### src/rtl/clk_div_pkg.sv
// Shared constants for the clock-enable divider bank: board clock rate,
// reset divisor and the standard divisors used by the counter, display
// scan and debounce consumers.
package clk_div_pkg;

  localparam int unsigned CLK_HZ    = 32'd50_000_000;
  localparam int unsigned DIV_1HZ   = 32'd50_000_000;
  localparam int unsigned DIV_1KHZ  = 32'd50_000;
  localparam int unsigned DIV_100HZ = 32'd500_000;
  localparam int unsigned DEF_DIV   = DIV_1HZ;

endpackage : clk_div_pkg

### src/rtl/clk_div_ch.sv
// One divider channel: period counter, active and shadow divisor, pending
// flag, and the registered tick / 50 % toggle outputs. A newly loaded
// divisor waits in the shadow register until a period boundary, clear or
// idle cycle, so a period in progress always finishes with the old value.
module clk_div_ch
  import clk_div_pkg::*;
#(
  parameter int unsigned DIV_W   = 32,
  parameter int unsigned DEF_DIV = clk_div_pkg::DEF_DIV
) (
  input  logic             clk,
  input  logic             rst_n,
  input  logic             en,
  input  logic             clr,
  input  logic             ld_hit,
  input  logic [DIV_W-1:0] ld_div,
  output logic             tick,
  output logic             clk_out,
  output logic             pend
);

  localparam logic [DIV_W-1:0] DEF_DIV_W = DIV_W'(DEF_DIV);
  localparam logic [DIV_W-1:0] ZERO      = {DIV_W{1'b0}};
  localparam logic [DIV_W-1:0] ONE       = {{(DIV_W-1){1'b0}}, 1'b1};

  logic [DIV_W-1:0] cnt_r;
  logic [DIV_W-1:0] div_r;
  logic [DIV_W-1:0] shadow_r;
  logic             pend_r;
  logic             tick_r;
  logic             clk_out_r;

  logic [DIV_W-1:0] last_s;
  logic             term_s;
  logic             apply_s;

  // Terminal count and divisor hand-over decode; divisors 0 and 1 both mean
  // a period of one cycle. The count compares with >= so that a smaller
  // divisor applied while the channel was idle ends the held period at once
  // instead of letting the counter run around its full range.
  always_comb begin
    last_s  = ZERO;
    term_s  = 1'b0;
    apply_s = 1'b0;
    if (div_r > ONE) begin
      last_s = div_r - ONE;
    end else begin
      last_s = ZERO;
    end
    term_s  = en && !clr && (cnt_r >= last_s);
    apply_s = term_s || clr || !en;
  end

  // Period counter with tick pulse and toggle output; clear wins over all.
  always_ff @(posedge clk) begin
    if (!rst_n) begin
      cnt_r     <= ZERO;
      tick_r    <= 1'b0;
      clk_out_r <= 1'b0;
    end else if (clr) begin
      cnt_r     <= ZERO;
      tick_r    <= 1'b0;
      clk_out_r <= 1'b0;
    end else if (en) begin
      if (term_s) begin
        cnt_r     <= ZERO;
        tick_r    <= 1'b1;
        clk_out_r <= ~clk_out_r;
      end else begin
        cnt_r     <= cnt_r + ONE;
        tick_r    <= 1'b0;
      end
    end else begin
      tick_r <= 1'b0;
    end
  end

  // Shadow capture and glitch-free hand-over to the active divisor.
  always_ff @(posedge clk) begin
    if (!rst_n) begin
      div_r    <= DEF_DIV_W;
      shadow_r <= DEF_DIV_W;
      pend_r   <= 1'b0;
    end else if (ld_hit && apply_s) begin
      div_r    <= ld_div;
      shadow_r <= ld_div;
      pend_r   <= 1'b0;
    end else if (ld_hit) begin
      shadow_r <= ld_div;
      pend_r   <= 1'b1;
    end else if (apply_s) begin
      div_r    <= shadow_r;
      pend_r   <= 1'b0;
    end
  end

  assign tick    = tick_r;
  assign clk_out = clk_out_r;
  assign pend    = pend_r;

endmodule : clk_div_ch

### src/rtl/clk_div_bank.sv
// Bank of independent clock-enable/tick generators. Decodes the divisor
// load address into one hit strobe per channel; addresses beyond the last
// channel match nothing and are dropped.
module clk_div_bank
  import clk_div_pkg::*;
#(
  parameter int unsigned NUM_CH  = 4,
  parameter int unsigned DIV_W   = 32,
  parameter int unsigned DEF_DIV = clk_div_pkg::DEF_DIV,
  parameter int unsigned CH_W    = 2
) (
  input  logic              clk,
  input  logic              rst_n,
  input  logic [NUM_CH-1:0] en,
  input  logic [NUM_CH-1:0] clr,
  input  logic              ld,
  input  logic [CH_W-1:0]   ld_ch,
  input  logic [DIV_W-1:0]  ld_div,
  output logic [NUM_CH-1:0] tick,
  output logic [NUM_CH-1:0] clk_out,
  output logic [NUM_CH-1:0] pend
);

  logic [NUM_CH-1:0] ld_hit_s;

  for (genvar g = 0; g < NUM_CH; g++) begin : g_ch
    assign ld_hit_s[g] = ld && (ld_ch == CH_W'(g));

    clk_div_ch #(
      .DIV_W   (DIV_W),
      .DEF_DIV (DEF_DIV)
    ) u_ch (
      .clk     (clk),
      .rst_n   (rst_n),
      .en      (en[g]),
      .clr     (clr[g]),
      .ld_hit  (ld_hit_s[g]),
      .ld_div  (ld_div),
      .tick    (tick[g]),
      .clk_out (clk_out[g]),
      .pend    (pend[g])
    );
  end

endmodule : clk_div_bank

### config.mk
export PLATFORM = sky130hd
export DESIGN_NAME = clk_div_bank
export DESIGN_NICKNAME = d
export VERILOG_FILES = /design/src/rtl/clk_div_pkg.sv /design/src/rtl/clk_div_ch.sv /design/src/rtl/clk_div_bank.sv
export SDC_FILE = /design/constraint.sdc
export NUM_CORES = 1
export LEC_CHECK = 0
export ABC_AREA = 1
export BUFFER_PORTS_ARGS = -buffer_cell sky130_fd_sc_hd__buf_4
export CORE_MARGIN = 4
export CORE_UTILIZATION = 40
export CTS_BUF_LIST = sky130_fd_sc_hd__clkbuf_8
export DETAILED_ROUTE_END_ITERATION = 7
export MAX_ROUTING_LAYER = met4
export SLEW_MARGIN = 10
export SYNTH_ARGS = -nofsm -noshare
export SYNTH_HDL_FRONTEND = slang
export SYNTH_SLANG_ARGS = --single-unit
export TNS_END_PERCENT = 100
### constraint.sdc
create_clock -name clk -period 5.65 [get_ports clk]
set_input_delay 1.13 -clock clk [delete_from_list [all_inputs] [get_ports clk]]
set_output_delay 1.13 -clock clk [all_outputs]
set_load 0.01 [all_outputs]
==> results of run 1 <==
==> layer usage <==
metal,track usage [%],part of all wire (%),up-vias
li1,-,-,10900
met1,27.9,50,9087
met2,31.5,44,363
met3,3.21,4.1,83
met4,5.69,2.2,0
met5,-,0,-
==> synth_stat cells (all sizes together) <==
cell type / instances / area share (%)
nand3b: 13 / 0.43
or2: 54 / 1.5
xor2: 86 / 3.3
nor3: 82 / 2.1
ha: 140 / 7.7
o32ai: 1 / 0.038
nand4: 102 / 2.8
a21o: 14 / 0.46
nor4: 13 / 0.36
nand3: 182 / 4.1
o211ai: 62 / 2.1
and3: 2 / 0.055
nand2: 792 / 13
nor3b: 1 / 0.033
inv: 428 / 7.1
buf: 50 / 1.3
o21a: 8 / 0.26
clkbuf: 50 / 0.82
and2: 2 / 0.055
nor2: 610 / 11
a21boi: 1 / 0.033
o22ai: 8 / 0.22
o21bai: 7 / 0.23
nor4b: 1 / 0.038
o21ai: 83 / 1.8
xnor2: 33 / 1.3
dfxtp: 396 / 35
o2111ai: 2 / 0.10
a21oi: 142 / 3.2
==> per-stage QoR <==
| stage | instances | cell area (µm²) | total power, W | utilization, % |
|---|---|---|---|---|
| floorplan | 3365 | 22800 | 0.00356 | - |
| finish | 4228 | 25300 | 0.00648 | 44.9 |
| CTS | 4228 | 25300 | 0.00657 | 44.9 |
| global route | 4228 | 25300 | 0.00682 | 44.9 |
| detailed placement | 4102 | 23900 | 0.00379 | 42.3 |
| global placement | 4102 | 23900 | 0.00379 | 42.3 |
==> sequential cells by signal, indices dropped and copies added (netlist names) <==
| register | flops |
|---|---|
| g_ch.u_ch.pend | 4 |
| g_ch.u_ch.shadow_r | 128 |
| g_ch.u_ch.div_r | 128 |
| g_ch.u_ch.tick | 4 |
| g_ch.u_ch.clk_out | 4 |
| g_ch.u_ch.cnt_r | 128 |
==> logic make-up (layout without fill, tap and decap cells) <==
kind of cell | Yosys count | count (layout) | synth area share, %
AOI/OAI and AO/OA | 328 | 328 | 8.50
xor gates and xnor gates | 119 | 119 | 4.58
adders and majority gates | 140 | 140 | 7.69
buffers and inverters | 528 | 635 | 9.18
DFF | 396 | 396 | 34.8
and+or+nand+nor | 1854 | 1854 | 35.2
==> final cells by class <==
| cell class | count | area (µm²) |
|---|---|---|
| Fill cell | 6003 | 31100 |
| Tap cell | 756 | 946 |
| Multi-Input combinational cell | 2441 | 12800 |
| Clock buffer | 94 | 1290 |
| Inverter | 428 | 1610 |
| Clock inverter | 32 | 163 |
| Sequential cell | 396 | 7930 |
| Timing Repair Buffer | 81 | 608 |
==> critical path, stage by stage, from the launching register on <==
cell and delay, ns:
dfxtp_1 0.42, inv_1 0.10, ha_1 0.25, nand3_2 0.13, nor2_2 0.07, nand3_2 0.12, inv_1 0.07, o21ai_2 0.37
buf_4 0.30, nand3_1 0.11, ha_1 0.30, a21oi_1 0.17, o21a_1 0.15, nand2_1 0.06, a21oi_2 0.66, nand4_1 0.69
buf_4 0.44, nand2_1 0.10, nand2_1 0.05
==> worst max path at each step <==
stage                           from                      to  slack, ns  cells past startpoint
5_1_grt        g_ch[3].u_ch.div_r[0]  g_ch[3].u_ch.div_r[12]       0.59                     18
4_1_cts        g_ch[3].u_ch.div_r[0]  g_ch[3].u_ch.div_r[23]       0.98                     18
3_5_place_dp   g_ch[3].u_ch.div_r[0]  g_ch[3].u_ch.div_r[23]       1.00                     18
3_3_place_gp   g_ch[3].u_ch.div_r[0]  g_ch[3].u_ch.div_r[19]       1.19                     18
2_1_floorplan  g_ch[2].u_ch.div_r[0]   g_ch[2].u_ch.cnt_r[7]       2.59                     20
6_report       g_ch[3].u_ch.div_r[0]  g_ch[3].u_ch.div_r[23]       0.96                     18
==> where the power goes <==
| part | switching (W) | leakage, nW | internal [W] |
|---|---|---|---|
| Sequential | 0.000107 | 3.23 | 0.00290 |
| Combinational | 0.000463 | 8.12 | 0.000264 |
| Clock | 0.00125 | 0.825 | 0.00149 |
| Total | 0.00182 | 12.2 | 0.00466 |
==> summary.txt, run 1 <==
Outcome
  • Outcome: completed

Synthesis
  • Avg Cell Area, Syn: a little under 7 µm²
  • Yosys warning total: 0
  • Post-synthesis sequential area ratio: 34.8%
  • Syn Nets: approximately 3,600
  • Synth Register Bits: 396
  • Mapped Cells: between 3,000 and 4,000
  • Mapped Area: between 20,000 and 25,000 µm²
  • Distinct cells, synth: 46

Clocking
  • Latest clock arrival within the worst-skew pair: between 0.6 and 0.7 ns
  • CTS sink count: 396
  • Clock slew at reported path FFs: about 0.060 ns
  • CTS resizes: 0
  • Setup Buffers After CTS: 0
  • CTS tree: built
  • Root Driver: clkbuf_8
  • TritonCTS buffer count: just over 70
  • Post-CTS Hold Buffers: 0
  • CTS max path bufs: 3
  • H-tree levels: 3

Power and ir drop
  • Power per Cell Area: roughly 260 nW/µm²
  • Leak: between 10 and 15 nW
  • Maximum VDD drop: between 0.15 and 0.2 mV

GRT
  • Largest net degree at the start of global routing: 57
  • Total gr overflow: 0
  • Vias in the first global route: about 19,000
  • Initial antenna violation count: 0
  • First-pass GRT wire length: between 90,000 and 100,000 µm
  • GR Util All Layers: between 20% and 30%

Die
  • I/O pin total: 57
  • Core outline area: 56,400 µm²
  • Die height: ~250 µm
  • Row count: 87
  • Die Wd: roughly 250 µm
  • DIE AREA: around 61,000 µm²
  • Starting Density: about two fifths

Placement
  • Setup slack after placement: 1.00 ns
  • Routability cong.: about 0.90
  • Post-DP HPWL: between 40,000 and 50,000 µm
  • Number of buffers added on ports: 56

Timing
  • Hold Worst Slack: around 0.47 ns
  • Worst slew margin: 38.9%
  • PnR worst setup slack: roughly 0.96 ns
  • Setup TNS: 0 ns
  • Slew Viols, Final: 0
  • Fmax: roughly 210 MHz
  • RSZ-0062 raised after global routing: no
  • Final worst path period need: roughly 4.7 ns
  • Setup skew after layout: 0.0267 ns
  • Tcrit/Tclk final: 83.0%
  • Setup Viol. Count Final: 0
  • Slew @ Worst Pin: about 0.9 ns
  • Hold Fails Final Rpt: 0

Detailed routing
  • Via density: around 4.8
  • Wirelength per Cell: roughly 14 µm
  • Remaining DRCs: 0
  • Vias: around 20,000
  • Post-route antenna net violation count: 0
  • Detailed Routing Iterations Pass 1: 5
  • Total Wirelength: between 60,000 and 70,000 µm
  • DRT iter0 DRCs: 1,210

Setup path
  • FF-to-FF Start: g_ch[3].u_ch.div_r[0]
  • Worst setup path class: reg2reg
  • Worst endpoint required time: between 6 and 7 ns
  • Arr. time, crit path: approximately 5.2 ns
  • Worst r2r path cells: 18
  • CP max FO: 20
  • Critical R2R Capture: g_ch[3].u_ch.div_r[23]
  • Reg2Reg Setup Slack: 0.96 ns
  • Setup crit start kind: flop
  • CP endpoint kind: flop

Cells and area
  • Nets: approximately 3,600
  • Most common cell after layout, fill and taps aside: nand2_1
  • Share of cells above drive strength 1: around 9%
  • Area grow syn2layout: 11.1%
  • Most frequent cells in the layout: nand2_1 (781), nor2_1 (587), inv_1 (439)
  • # diodes: 0

Min path
  • Hold EP: g_ch[3].u_ch.pend
  • Hold Path Class: reg2reg
  • Hold Path Depth: 2
  • Min-delay src: g_ch[3].u_ch.pend

Job
  • # Max-Cap Violations: 0
(Power assumes the default switching activity.)
==> run 2, diff against run 1 <==
clock period = 4.6 ns   (was 5.65 ns; I/O delays follow)
==> run 2 against run 1 <==
Net effect: global-route usage grew 0.17 points; critical path type unchanged; clock power grew 19%; clock-buffer cell count shrank 10; first-iteration DRC count shrank 15%; worst setup slack lost 0.32 ns; die area is the same; core utilization is essentially flat; largest cell class unchanged; sequential cell count is the same; critical path depth grew 3; cell count grew 0.24%; maximum frequency grew 19%.
==> summary.txt, run 2 (synthesized netlist as in run 1, its figures left out) <==
Timing
  • Setup skew after layout: around 0.030 ns
  • Setup TNS: 0 ns
  • RSZ-0062 raised after global routing: no
  • Hold Fails Final Rpt: 0
  • Tcrit/Tclk final: between 80% and 90%
  • Setup Viol. Count Final: 0
  • Slew Viols, Final: 0
  • Worst slew margin: a little over a fifth
  • Slew @ Worst Pin: 1.18 ns
  • Fmax: ~250 MHz
  • Final worst path period need: 3.96 ns

Clocking
  • Root Driver: clkbuf_8
  • Latest clock arrival within the worst-skew pair: 0.67 ns
  • Setup Buffers After CTS: 0
  • TritonCTS buffer count: 73
  • H-tree levels: 3
  • Clock slew at reported path FFs: about 0.060 ns
  • CTS tree: built
  • Post-CTS Hold Buffers: 0
  • CTS resizes: 0
  • CTS max path bufs: 3
  • CTS sink count: ~400

Detailed routing
  • Post-route antenna net violation count: 0
  • DRT iter0 DRCs: 1,033
  • Vias: between 20,000 and 25,000
  • Detailed Routing Iterations Pass 1: 5
  • Total Wirelength: 61,200 µm
  • Via density: 4.86
  • Remaining DRCs: 0
  • Wirelength per Cell: 14.4 µm

Cells and area
  • Area grow syn2layout: 11.2%
  • Area of the multi-input gates: between 10,000 and 15,000 µm²
  • Share of cells above drive strength 1: 8.82%
  • Fillers: roughly 6,000
  • Nets: between 3,000 and 4,000
  • FF/Latch Area: just under 8000 µm²
  • Largest regs: g_ch.u_ch.cnt_r: 128 flops, g_ch.u_ch.div_r: 128 flops, g_ch.u_ch.shadow_r: 128 flops
  • Final instance area: ~25,000 µm²
  • Most frequent cells in the layout: nand2_1 (781), nor2_1 (587), inv_1 (450)
  • Most common cell after layout, fill and taps aside: nand2_1

Die
  • DIE AREA: 60,800 µm²
  • Die Wd: 247 µm
  • Starting Density: 40.4%
  • I/O pin total: 57
  • Core outline area: about 56,000 µm²
  • Row count: 87
  • Die height: between 200 and 250 µm

Setup path
  • Worst setup path class: reg2reg
  • CP endpoint kind: flop
  • Worst endpoint required time: 5.13 ns
  • Arr. time, crit path: about 4.5 ns
  • Cell Chain, Critical Path: inv_1 -> ha_1 -> nand3_2 -> nor2_2 -> nand3_2 -> inv_1 -> o21ai_2 -> buf_4 -> nand3_1 -> ha_1 -> a21o_1 -> nor2_1 -> nand2_1 -> nor2_1 -> nand2_1 -> nand2_1 -> buf_4 -> nand3_1 -> buf_4 -> nor2_1 -> a21oi_1
  • Max stage delay on crit path: 0.41 ns
  • Worst path slowest cell: dfxtp_1
  • CP max FO: 17
  • Setup crit start kind: flop

Job
  • # Max-Cap Violations: 0

GRT
  • Largest net degree at the start of global routing: between 50 and 60
  • Vias in the first global route: between 15,000 and 20,000
  • GR Util All Layers: between 20% and 30%
  • Initial antenna violation count: 1
  • First-pass GRT wire length: between 90,000 and 100,000 µm
  • Total gr overflow: 0

Placement
  • Number of buffers added on ports: 56
  • DP Area: about 24,000 µm²
  • Post-DP HPWL: roughly 46,000 µm
  • Routability cong.: roughly 0.89

Power and ir drop
  • Power per Cell Area: ~310 nW/µm²
  • Leak: between 10 and 15 nW
  • Maximum VDD drop: about 0.19 mV

Outcome
  • Outcome: completed

Min path
  • Hold Path Class: reg2reg
## run 2: cell types whose count changed in the layout (fill, tap and decap cells not counted), sizes merged
cell / previous run / this run
bufinv: 0 / 1
inv: 451 / 461
clkinv: 7 / 4
buf: 81 / 90
diode: 0 / 1
clkbuf: 94 / 84
clkinvlp: 2 / 4
## run 2: worst max-delay path: cells and delay by family, from the launching register on
kind	cells	cell delay (ns)
AO/OA/AOI/OAI	3	0.60
adder cells (fa/ha/maj)	2	0.57
buffers and inverters	5	0.99
flip-flops	1	0.41
AND/OR/NAND/NOR	11	1.26
## run 2: per-stage QoR
step                      hold slack, ns  power, W  utilization [%]  cells  setup WS (ns)
after global routing               0.482   0.00826             44.9   4238          0.189
final                              0.450   0.00784             44.9   4238          0.644
after detailed placement           0.445   0.00466             42.5   4111          0.688
after CTS                          0.454   0.00795             44.9   4237          0.653
after floorplan                    0.426   0.00438                -   3365           1.54
after global placement             0.446   0.00465             42.5   4111          0.734
## run 2: final cells by class
cell class	instances	share of cell area [%]
diodes	1	0.00988
clock buffers	84	4.57
clock inverters	42	0.875
inverters	428	6.34
multi-input cells	2441	50.4
flip-flops and latches	396	31.3
well taps	756	3.74
repair buffers	90	2.77
## run 2: path summary, 6_finish.rpt
check	from	end	slack, ns	cells after the start
worst max-delay path	g_ch[3].u_ch.div_r[0]	g_ch[3].u_ch.div_r[5]	0.64	21
worst min-delay path	g_ch[3].u_ch.pend	g_ch[3].u_ch.pend	0.45	2
worst max register to register	g_ch[3].u_ch.div_r[0]	g_ch[3].u_ch.div_r[5]	0.64	21
worst min register to register	g_ch[3].u_ch.pend	g_ch[3].u_ch.pend	0.45	2
## run 2: routing by layer
metal / part of all wire (%) / global-route usage, % / vias up / wire [µm]
met1: 49 / 27.7 / 9198 / 30200
met3: 4.4 / 3.44 / 96 / 2680
met2: 44 / 32.1 / 374 / 27000
met4: 2.3 / 5.89 / 0 / 1430
li1: - / - / 10900 / -
met5: 0 / - / - / 0
## run 2: power by group
group          internal (W)  switching (W)  leakage [nW]
clock network       0.00172        0.00153         0.809
registers           0.00357       0.000133          3.23
logic              0.000327       0.000565          8.17
total               0.00561        0.00222          12.2
